### config.mk
export PLATFORM = sky130hd
export DESIGN_NAME = diag_ebus_reader
export DESIGN_NICKNAME = d
export VERILOG_FILES = /design/src/rtl/kl10_diag_pkg.sv /design/src/rtl/diag_ebus_reader.sv
export SDC_FILE = /design/constraint.sdc
export NUM_CORES = 1
export LEC_CHECK = 0
export ABC_AREA = 1
export BUFFER_PORTS_ARGS = -buffer_cell sky130_fd_sc_hd__buf_2
export CORE_MARGIN = 10
export CORE_UTILIZATION = 50
export DETAILED_ROUTE_END_ITERATION = 10
export HOLD_SLACK_MARGIN = 0.1
export PLACE_DENSITY = 0.84
export SKIP_CTS_REPAIR_TIMING = 1
export SYNTH_ARGS = -nofsm -noshare
export SYNTH_HDL_FRONTEND = slang
export SYNTH_SLANG_ARGS = --single-unit
### constraint.sdc
create_clock -name clk -period 3.75 [get_ports clk]
set_input_delay 0.1875 -clock clk [delete_from_list [all_inputs] [get_ports clk]]
set_output_delay 0.1875 -clock clk [all_outputs]
set_load 0.02 [all_outputs]
### src/rtl/kl10_diag_pkg.sv
// -----------------------------------------------------------------------------
// kl10_diag_pkg
//   Shared definitions for the EBUS diagnostic read path.
//   - DIAG_READ_BASE : 9-bit diagnostic function code for an EDP read. It uses
//                      PDP-10 bit numbering (bit 0 is the MSB). Bits 4..6 are
//                      zero and carry the source selection when driven.
//   - DIAG_SEL_*     : EDP diagnostic source selections (AR..AD).
//   - diag_rd_state_t: state encoding of the diagnostic reader.
// -----------------------------------------------------------------------------
package kl10_diag_pkg;

    localparam logic [0:8] DIAG_READ_BASE = 9'o500;

    localparam logic [2:0] DIAG_SEL_AR  = 3'd0;
    localparam logic [2:0] DIAG_SEL_BR  = 3'd1;
    localparam logic [2:0] DIAG_SEL_MQ  = 3'd2;
    localparam logic [2:0] DIAG_SEL_FM  = 3'd3;
    localparam logic [2:0] DIAG_SEL_BRX = 3'd4;
    localparam logic [2:0] DIAG_SEL_ARX = 3'd5;
    localparam logic [2:0] DIAG_SEL_ADX = 3'd6;
    localparam logic [2:0] DIAG_SEL_AD  = 3'd7;

    typedef enum logic [1:0] {
        IDLE  = 2'd0,
        DRIVE = 2'd1,
        HOLD  = 2'd2
    } diag_rd_state_t;

endpackage

### src/rtl/diag_ebus_reader.sv
// -----------------------------------------------------------------------------
// diag_ebus_reader
//   Front-end reader for the EBOX EBUS diagnostic read port. A request starts
//   either a single source read or a sweep of all eight EDP sources. For each
//   source the read function is driven for SETTLE_CYCLES cycles, EBUS is
//   captured on the last of them, and the word is offered on a valid/ready
//   response channel.
//
//   Parameter:
//     SETTLE_CYCLES   cycles the read function is held before EBUS is sampled
//                     (legal range 1..15)
//
//   Optional feature:
//     DIAG_PARITY_EN  when defined, adds rspParity (odd parity of rspData,
//                     FM parity convention) captured together with the word.
//
//   Ports:
//     clk, resetN        clock, asynchronous active-low reset
//     reqValid/reqReady  request handshake (reqReady high only in IDLE)
//     reqAll, reqSel     sweep 0..7, or single read of reqSel
//     abortReq           abandon the current operation, no response issued
//     CRAM_DIAG_FUNC     diagnostic function code (bits 4..6 = selection)
//     diagReadFunc12X    enables the data path onto EBUS
//     EBUS               36-bit diagnostic bus
//     rspValid/rspReady  response handshake
//     rspData, rspSel    captured word and the selection that produced it
//     rspLast            final word of the operation
//     busy               an operation is in progress
//     rspParity          odd parity of rspData (DIAG_PARITY_EN only)
// -----------------------------------------------------------------------------
module diag_ebus_reader
    import kl10_diag_pkg::*;
#(
    parameter int unsigned SETTLE_CYCLES = 4
) (
    input  logic        clk,
    input  logic        resetN,

    input  logic        reqValid,
    output logic        reqReady,
    input  logic        reqAll,
    input  logic [2:0]  reqSel,
    input  logic        abortReq,

    output logic [0:8]  CRAM_DIAG_FUNC,
    output logic        diagReadFunc12X,
    input  logic [35:0] EBUS,

    output logic        rspValid,
    input  logic        rspReady,
    output logic [35:0] rspData,
    output logic [2:0]  rspSel,
    output logic        rspLast,
`ifdef DIAG_PARITY_EN
    output logic        rspParity,
`endif
    output logic        busy
);

    localparam logic [3:0] SETTLE_LD = SETTLE_CYCLES[3:0];

    diag_rd_state_t state, state_nxt;

    logic [2:0] sel_q;
    logic       all_q;
    logic [3:0] cnt_q;

    logic       accept;
    logic       capture;
    logic       advance;

    // ------------------------------------------------------------------
    // State register
    // ------------------------------------------------------------------
    always_ff @(posedge clk or negedge resetN) begin
        if (!resetN) begin
            state <= IDLE;
        end else begin
            state <= state_nxt;
        end
    end

    // ------------------------------------------------------------------
    // Next state. Abort wins over both capture and the response handshake.
    // ------------------------------------------------------------------
    always_comb begin
        state_nxt = state;
        accept    = 1'b0;
        capture   = 1'b0;
        advance   = 1'b0;
        unique case (state)
            IDLE: begin
                if (reqValid) begin
                    state_nxt = DRIVE;
                    accept    = 1'b1;
                end
            end
            DRIVE: begin
                if (abortReq) begin
                    state_nxt = IDLE;
                end else if (cnt_q == 4'd1) begin
                    state_nxt = HOLD;
                    capture   = 1'b1;
                end
            end
            HOLD: begin
                if (abortReq) begin
                    state_nxt = IDLE;
                end else if (rspReady) begin
                    if (rspLast) begin
                        state_nxt = IDLE;
                    end else begin
                        state_nxt = DRIVE;
                        advance   = 1'b1;
                    end
                end
            end
            default: begin
                state_nxt = IDLE;
            end
        endcase
    end

    // ------------------------------------------------------------------
    // State-decoded outputs
    // ------------------------------------------------------------------
    assign reqReady        = (state == IDLE);
    assign busy            = (state != IDLE);
    assign diagReadFunc12X = (state == DRIVE);
    assign rspValid        = (state == HOLD);

    always_comb begin
        CRAM_DIAG_FUNC = '0;
        if (state == DRIVE) begin
            CRAM_DIAG_FUNC      = DIAG_READ_BASE;
            CRAM_DIAG_FUNC[4:6] = sel_q;
        end
    end

    // ------------------------------------------------------------------
    // Selection, mode and settle counter
    // ------------------------------------------------------------------
    always_ff @(posedge clk or negedge resetN) begin
        if (!resetN) begin
            sel_q <= '0;
            all_q <= 1'b0;
            cnt_q <= '0;
        end else begin
            if (accept) begin
                all_q <= reqAll;
                sel_q <= reqAll ? DIAG_SEL_AR : reqSel;
                cnt_q <= SETTLE_LD;
            end else if (advance) begin
                // Sweep never wraps: advance only happens while rspLast=0,
                // i.e. the selection is still below AD.
                sel_q <= sel_q + 3'd1;
                cnt_q <= SETTLE_LD;
            end else if (state == DRIVE) begin
                cnt_q <= cnt_q - 4'd1;
            end
        end
    end

    // ------------------------------------------------------------------
    // Response capture; held stable through HOLD until the handshake.
    // ------------------------------------------------------------------
    always_ff @(posedge clk or negedge resetN) begin
        if (!resetN) begin
            rspData <= '0;
            rspSel  <= '0;
            rspLast <= 1'b0;
        end else if (capture) begin
            rspData <= EBUS;
            rspSel  <= sel_q;
            rspLast <= !all_q || (sel_q == DIAG_SEL_AD);
        end
    end

`ifdef DIAG_PARITY_EN
    // Odd parity: total ones in {rspParity, rspData} is odd; an all-zero
    // word therefore carries parity 1, which is also the reset value.
    always_ff @(posedge clk or negedge resetN) begin
        if (!resetN) begin
            rspParity <= 1'b1;
        end else if (capture) begin
            rspParity <= ~^EBUS;
        end
    end
`endif

endmodule

### Word-level counts from Yosys, hierarchy flattened

Index checks and enable logic that the tools add are counted.

| word-level totals | value |
|---|---|
| flip-flop bits (word level) | 50 |
| bits of input ports | 45 |
| word-level logic and storage cells | 46 |

| cells by class | value |
|---|---|
| $add $sub $neg | 2 |
| eq/ne operators | 7 |
| reduce and logical (&&, ||, !) cells | 7 |
| multiplexer cells | 23 |

Operators with widths:

| kind | number |
|---|---|
| two-way mux 4 bit | 3 |
| two-way mux 1 bit | 10 |
| two-way mux 2 bit | 5 |
| two-way mux 3 bit | 3 |
| two-way mux 9 bit | 1 |
| != test 3 x 2 -> 1 bit (second input constant) | 2 |
| one-hot mux 2 bit (3 select lines) | 1 |
| equality test 4 x 1 -> 1 bit (second input constant) | 1 |
| nonzero test 2 bit | 2 |
| subtractor 4 x 1 -> 4 bit (second input constant) | 1 |
| adder 3 x 1 -> 3 bit (second input constant) | 1 |
| equality test 3 bit (second input constant) | 1 |
| AND reduction 3 bit | 1 |
| nonzero test 3 bit | 1 |
| equality test 2 x 1 -> 1 bit (second input constant) | 1 |
| equality test 2 bit (second input constant) | 1 |
| logical NOT 2 bit | 1 |
| != test 2 bit (second input constant) | 1 |
| logical NOT 1 bit | 1 |
| logical OR 1 bit | 1 |

### Logic depth before layout (Yosys ltp)

| depth | value |
|---|---|
| word-level depth | 6 |
| gate-level depth with buffers | 9 |
| mapped depth without buffers | 8 |

### Worst setup path before layout

Ideal clock, no wire load.

| path | value |
|---|---|
| kind | register to register |
| start point | reg state[1] |
| end point | reg state[0] |
| clock period less this slack | 1.342 ns |
| cell stages (with the launch flop) | 7 |
| data required time | 3.667 ns |
| arrival time | 1.260 ns |
| path slack | 2.408 ns |
| setup time | 0.083 ns |
| path through | dfrtp_1 -> inv_2 -> nor2_1 -> nand3_1 -> nand2_2 -> inv_1 -> o21ai_0 |

| between the ends | value |
|---|---|
| cells in the longest elaborated chain, start to end | 3 |
| elaborated cells between the ends (all ways) | 8 |
| those cells by class | eq/ne: 5; mux: 1; reduce/logical: 2 |

Ends and longest elaborated chain:

| item | RTL line | RTL |
|---|---|---|
| start, declared | diag_ebus_reader.sv:62 | `diag_rd_state_t state, state_nxt;` |
| start signal, assigned | diag_ebus_reader.sv:79 | `state <= state_nxt;` |
| equality test 2 bit * | n/a |  |
| via rspValid | diag_ebus_reader.sv:49 | `output logic rspValid,` |
| != test 3 x 2 -> 1 bit (no line) | n/a |  |
| AND reduction 3 bit (no line) | n/a |  |

The timed path passes the listed nets; every way through them passes the cells marked *.
A chain may end at the register's enable or synchronous reset.

### Worst setup path after layout

| path | value |
|---|---|
| start point | reg cnt_q[1] |
| end point | reg rspData[26] |

| between the ends | value |
|---|---|
| cells in the longest elaborated chain, start to end | 4 |

Ends and longest elaborated chain:

| item | RTL line | RTL |
|---|---|---|
| start, declared | diag_ebus_reader.sv:66 | `logic [3:0] cnt_q;` |
| start signal, assigned | diag_ebus_reader.sv:159 | `cnt_q <= cnt_q - 4'd1;` |
| equality test 4 x 1 -> 1 bit | diag_ebus_reader.sv:101 | `end else if (cnt_q == 4'd1) begin` |
| two-way mux 1 bit | diag_ebus_reader.sv:101 |  |
| two-way mux 1 bit | diag_ebus_reader.sv:99 | `if (abortReq) begin` |
| two-way mux 1 bit | diag_ebus_reader.sv:91 | `unique case (state)` |
| end signal, assigned | diag_ebus_reader.sv:169 | `rspData <= '0;` |
| end signal, assigned | diag_ebus_reader.sv:173 | `rspData <= EBUS;` |
| end, declared | diag_ebus_reader.sv:51 | `output logic [35:0] rspData,` |

No other way between the ends.

==> results.sh <==
export IMPL_outcome="completed"
export IMPL_vias=2045
export IMPL_routed_wl_um=6180
export IMPL_port_buffers=93
export IMPL_worstMarginPinSlew_ns=1.07
export IMPL_worstSetupPathType="reg -> reg"
export IMPL_final_util_pct=71.2
export IMPL_grt_usage_pct=14.6
export IMPL_post_dp_hpwl_um=4050
export IMPL_cts_tree="built"
export IMPL_cts_buffers=5
export IMPL_power_density_nw_per_um2=685
export IMPL_yosys_warnings=0
export IMPL_die_w_um=86.5
export IMPL_fillers=352
export IMPL_hold_ws_ns=0.0692
export IMPL_synthMuxAreaShare_pct=0
export IMPL_syn_area_um2=2210
export IMPL_place_ws_ns=2.12
export IMPL_io_pins=98
export IMPL_cp_arrival_ns=1.95
export IMPL_cp_start_kind="flop"
export IMPL_max_clock_path_buffers=2
export IMPL_crit_required_ns=4.00
export IMPL_placed_cell_area_um2=2650
export IMPL_slew_headroom_pct=28.6
export IMPL_syn_avg_cell_area_um2=8.49
export IMPL_rsz0062_at_grt="no"
export IMPL_gp_congestion=0.745
export IMPL_drt_pass1_iterations=4
export IMPL_overflow=0
export IMPL_drive_gt1_share_pct=28.9
export IMPL_synth_top_family_by_area="simple AND/OR/NAND/NOR gates"
export IMPL_ys_ff_latch=50
export IMPL_maxSlewViolCount=0
export IMPL_antenna_found_initial=0
export IMPL_critPathMaxFanout=46
export IMPL_seq_area_um2=1250
export IMPL_fp_row_count=24
export IMPL_setup_slack_ns=2.05
export IMPL_fin_crit_ns=1.70
export IMPL_yosys_area_share_xor_xnor_pct=0
export IMPL_fin_tns_setup_ns=0
export IMPL_drt_iter0_drc=127
export IMPL_start_util_pct=51.1
export IMPL_clkLatencyLatePin_ns=0.31
export IMPL_wl_per_cell_um=14.2
export IMPL_skew_ns=0.00706
export IMPL_yosys_area_share_simple_pct=31.1
export IMPL_grt_pass1_wl_um=8940
export IMPL_finalHoldViolCount=0
export IMPL_cts_max_level=2
export IMPL_p_leak_uw=0.00184
export IMPL_final_common_cell="nand2_1"
export IMPL_layout_common_cells="nand2_1, buf_2, dfrtp_1"
export IMPL_yosysUniqueCellTypes=23
export IMPL_grt_max_degree=51
export IMPL_die_area_um2=7480
export IMPL_core_area_um2=4320
export IMPL_antenna_cells=0
export IMPL_cap_violations=0
export IMPL_synthAdderAreaFrac_pct=2.27
export IMPL_end_kind="flop"
export IMPL_clk_pin_slew_ns=0.09
export IMPL_fin_nets=432
export IMPL_drtAntennaViolNets=0
export IMPL_yosysSeqAreaShare_pct=56.7
export IMPL_numClockSinks=50
export IMPL_finalCritPeriodShare_pct=45.2
export IMPL_die_h_um=86.5
export IMPL_vias_per_cell=4.69
export IMPL_root_buffer="clkbuf_8"
export IMPL_final_cell_area_um2=3080
export IMPL_ir_drop_mv=0.397
export IMPL_hold_path_class="in -> async"
export IMPL_drc_errors=0
export IMPL_synth_compound_area_share_pct=2.15
export IMPL_setup_violations=0
export IMPL_synthCells=260
export IMPL_area_growth_pct=39.3
export IMPL_multi_input_area_um2=800
export IMPL_grt_pass1_vias=2007
export IMPL_fmax_mhz=590
[stage by stage]
step	total power, uW	std cells
6_report	2110	436
5_1_grt	2250	436
4_1_cts	2090	403
3_5_place_dp	1760	395
3_3_place_gp	1720	395
2_1_floorplan	1440	263
[sequential cells by signal (all words and copies together) (netlist names)]
| name | flops |
|---|---|
| all_q | 1 |
| sel_q | 3 |
| rspLast | 1 |
| cnt_q | 4 |
| rspData | 36 |
| rspSel | 3 |
| state | 2 |
[cells in the mapped netlist, drive strengths merged]
library cell | count | area [um^2]
nand2 | 138 | 547
dfrtp | 50 | 1250
inv | 18 | 70.1
nor2 | 15 | 77.6
buf | 13 | 98.8
nand3 | 10 | 50.1
o21ai | 5 | 25.0
ha | 4 | 50.1
a21oi | 3 | 15.0
conb | 1 | 3.75
nand4 | 1 | 6.26
o31ai | 1 | 7.51
or2 | 1 | 6.26
[worst paths after layout]
check                             from           to  slack (ns)  depth (start not counted)
max in group asynchronous       resetN    rspSel[2]        3.02                          1
hold reg to reg            rspData[21]  rspData[21]        0.48                          2
min in group clk              EBUS[21]  rspData[21]        0.07                          3
setup reg to reg              cnt_q[1]  rspData[26]        2.05                          8
setup / recovery              cnt_q[1]  rspData[26]        2.05                          8
hold / removal                  resetN      rspLast        0.07                          1
[where the power goes]
part	internal (uW)	leakage, uW	switching [uW]
combinational	318	0.00114	589
clock	149	0.0000472	183
sequential	743	0.000657	126
total	1210	0.00184	898
[layer usage]
| layer | global-route usage (%) | wire (um) |
|---|---|---|
| met1 | 15.8 | 2420 |
| met2 | 24.8 | 3190 |
| met3 | 6.75 | 513 |
| met4 | 4.42 | 61 |
| met5 | 0 | 0 |
[logic make-up after synthesis]
| group | Yosys count |
|---|---|
| adders and majority gates | 4 |
| AOI/OAI and AO/OA | 9 |
| and+or+nand+nor | 165 |
| DFF | 50 |
| other | 1 |
| buffers and inverters | 31 |
[worst max-delay path, cell delays in order, from the launching register on]
cell and delay, ns:
dfrtp_1 0.41, inv_1 0.08, ha_1 0.14, nand3_1 0.07, inv_1 0.15, nand2_8 0.21
inv_4 0.35, nand2_1 0.13, nand2_1 0.10
[area by class of cell]
| class | instances | share of cell area (%) |
|---|---|---|
| Clock buffer | 6 | 2.68 |
| Clock inverter | 2 | 0.407 |
| Inverter | 18 | 2.28 |
| Multi-Input combinational cell | 182 | 26.0 |
| Sequential cell | 50 | 40.7 |
| Tap cell | 52 | 2.11 |
| Timing Repair Buffer | 126 | 25.9 |
No activity file was read; power rests on OpenSTA's default activity.
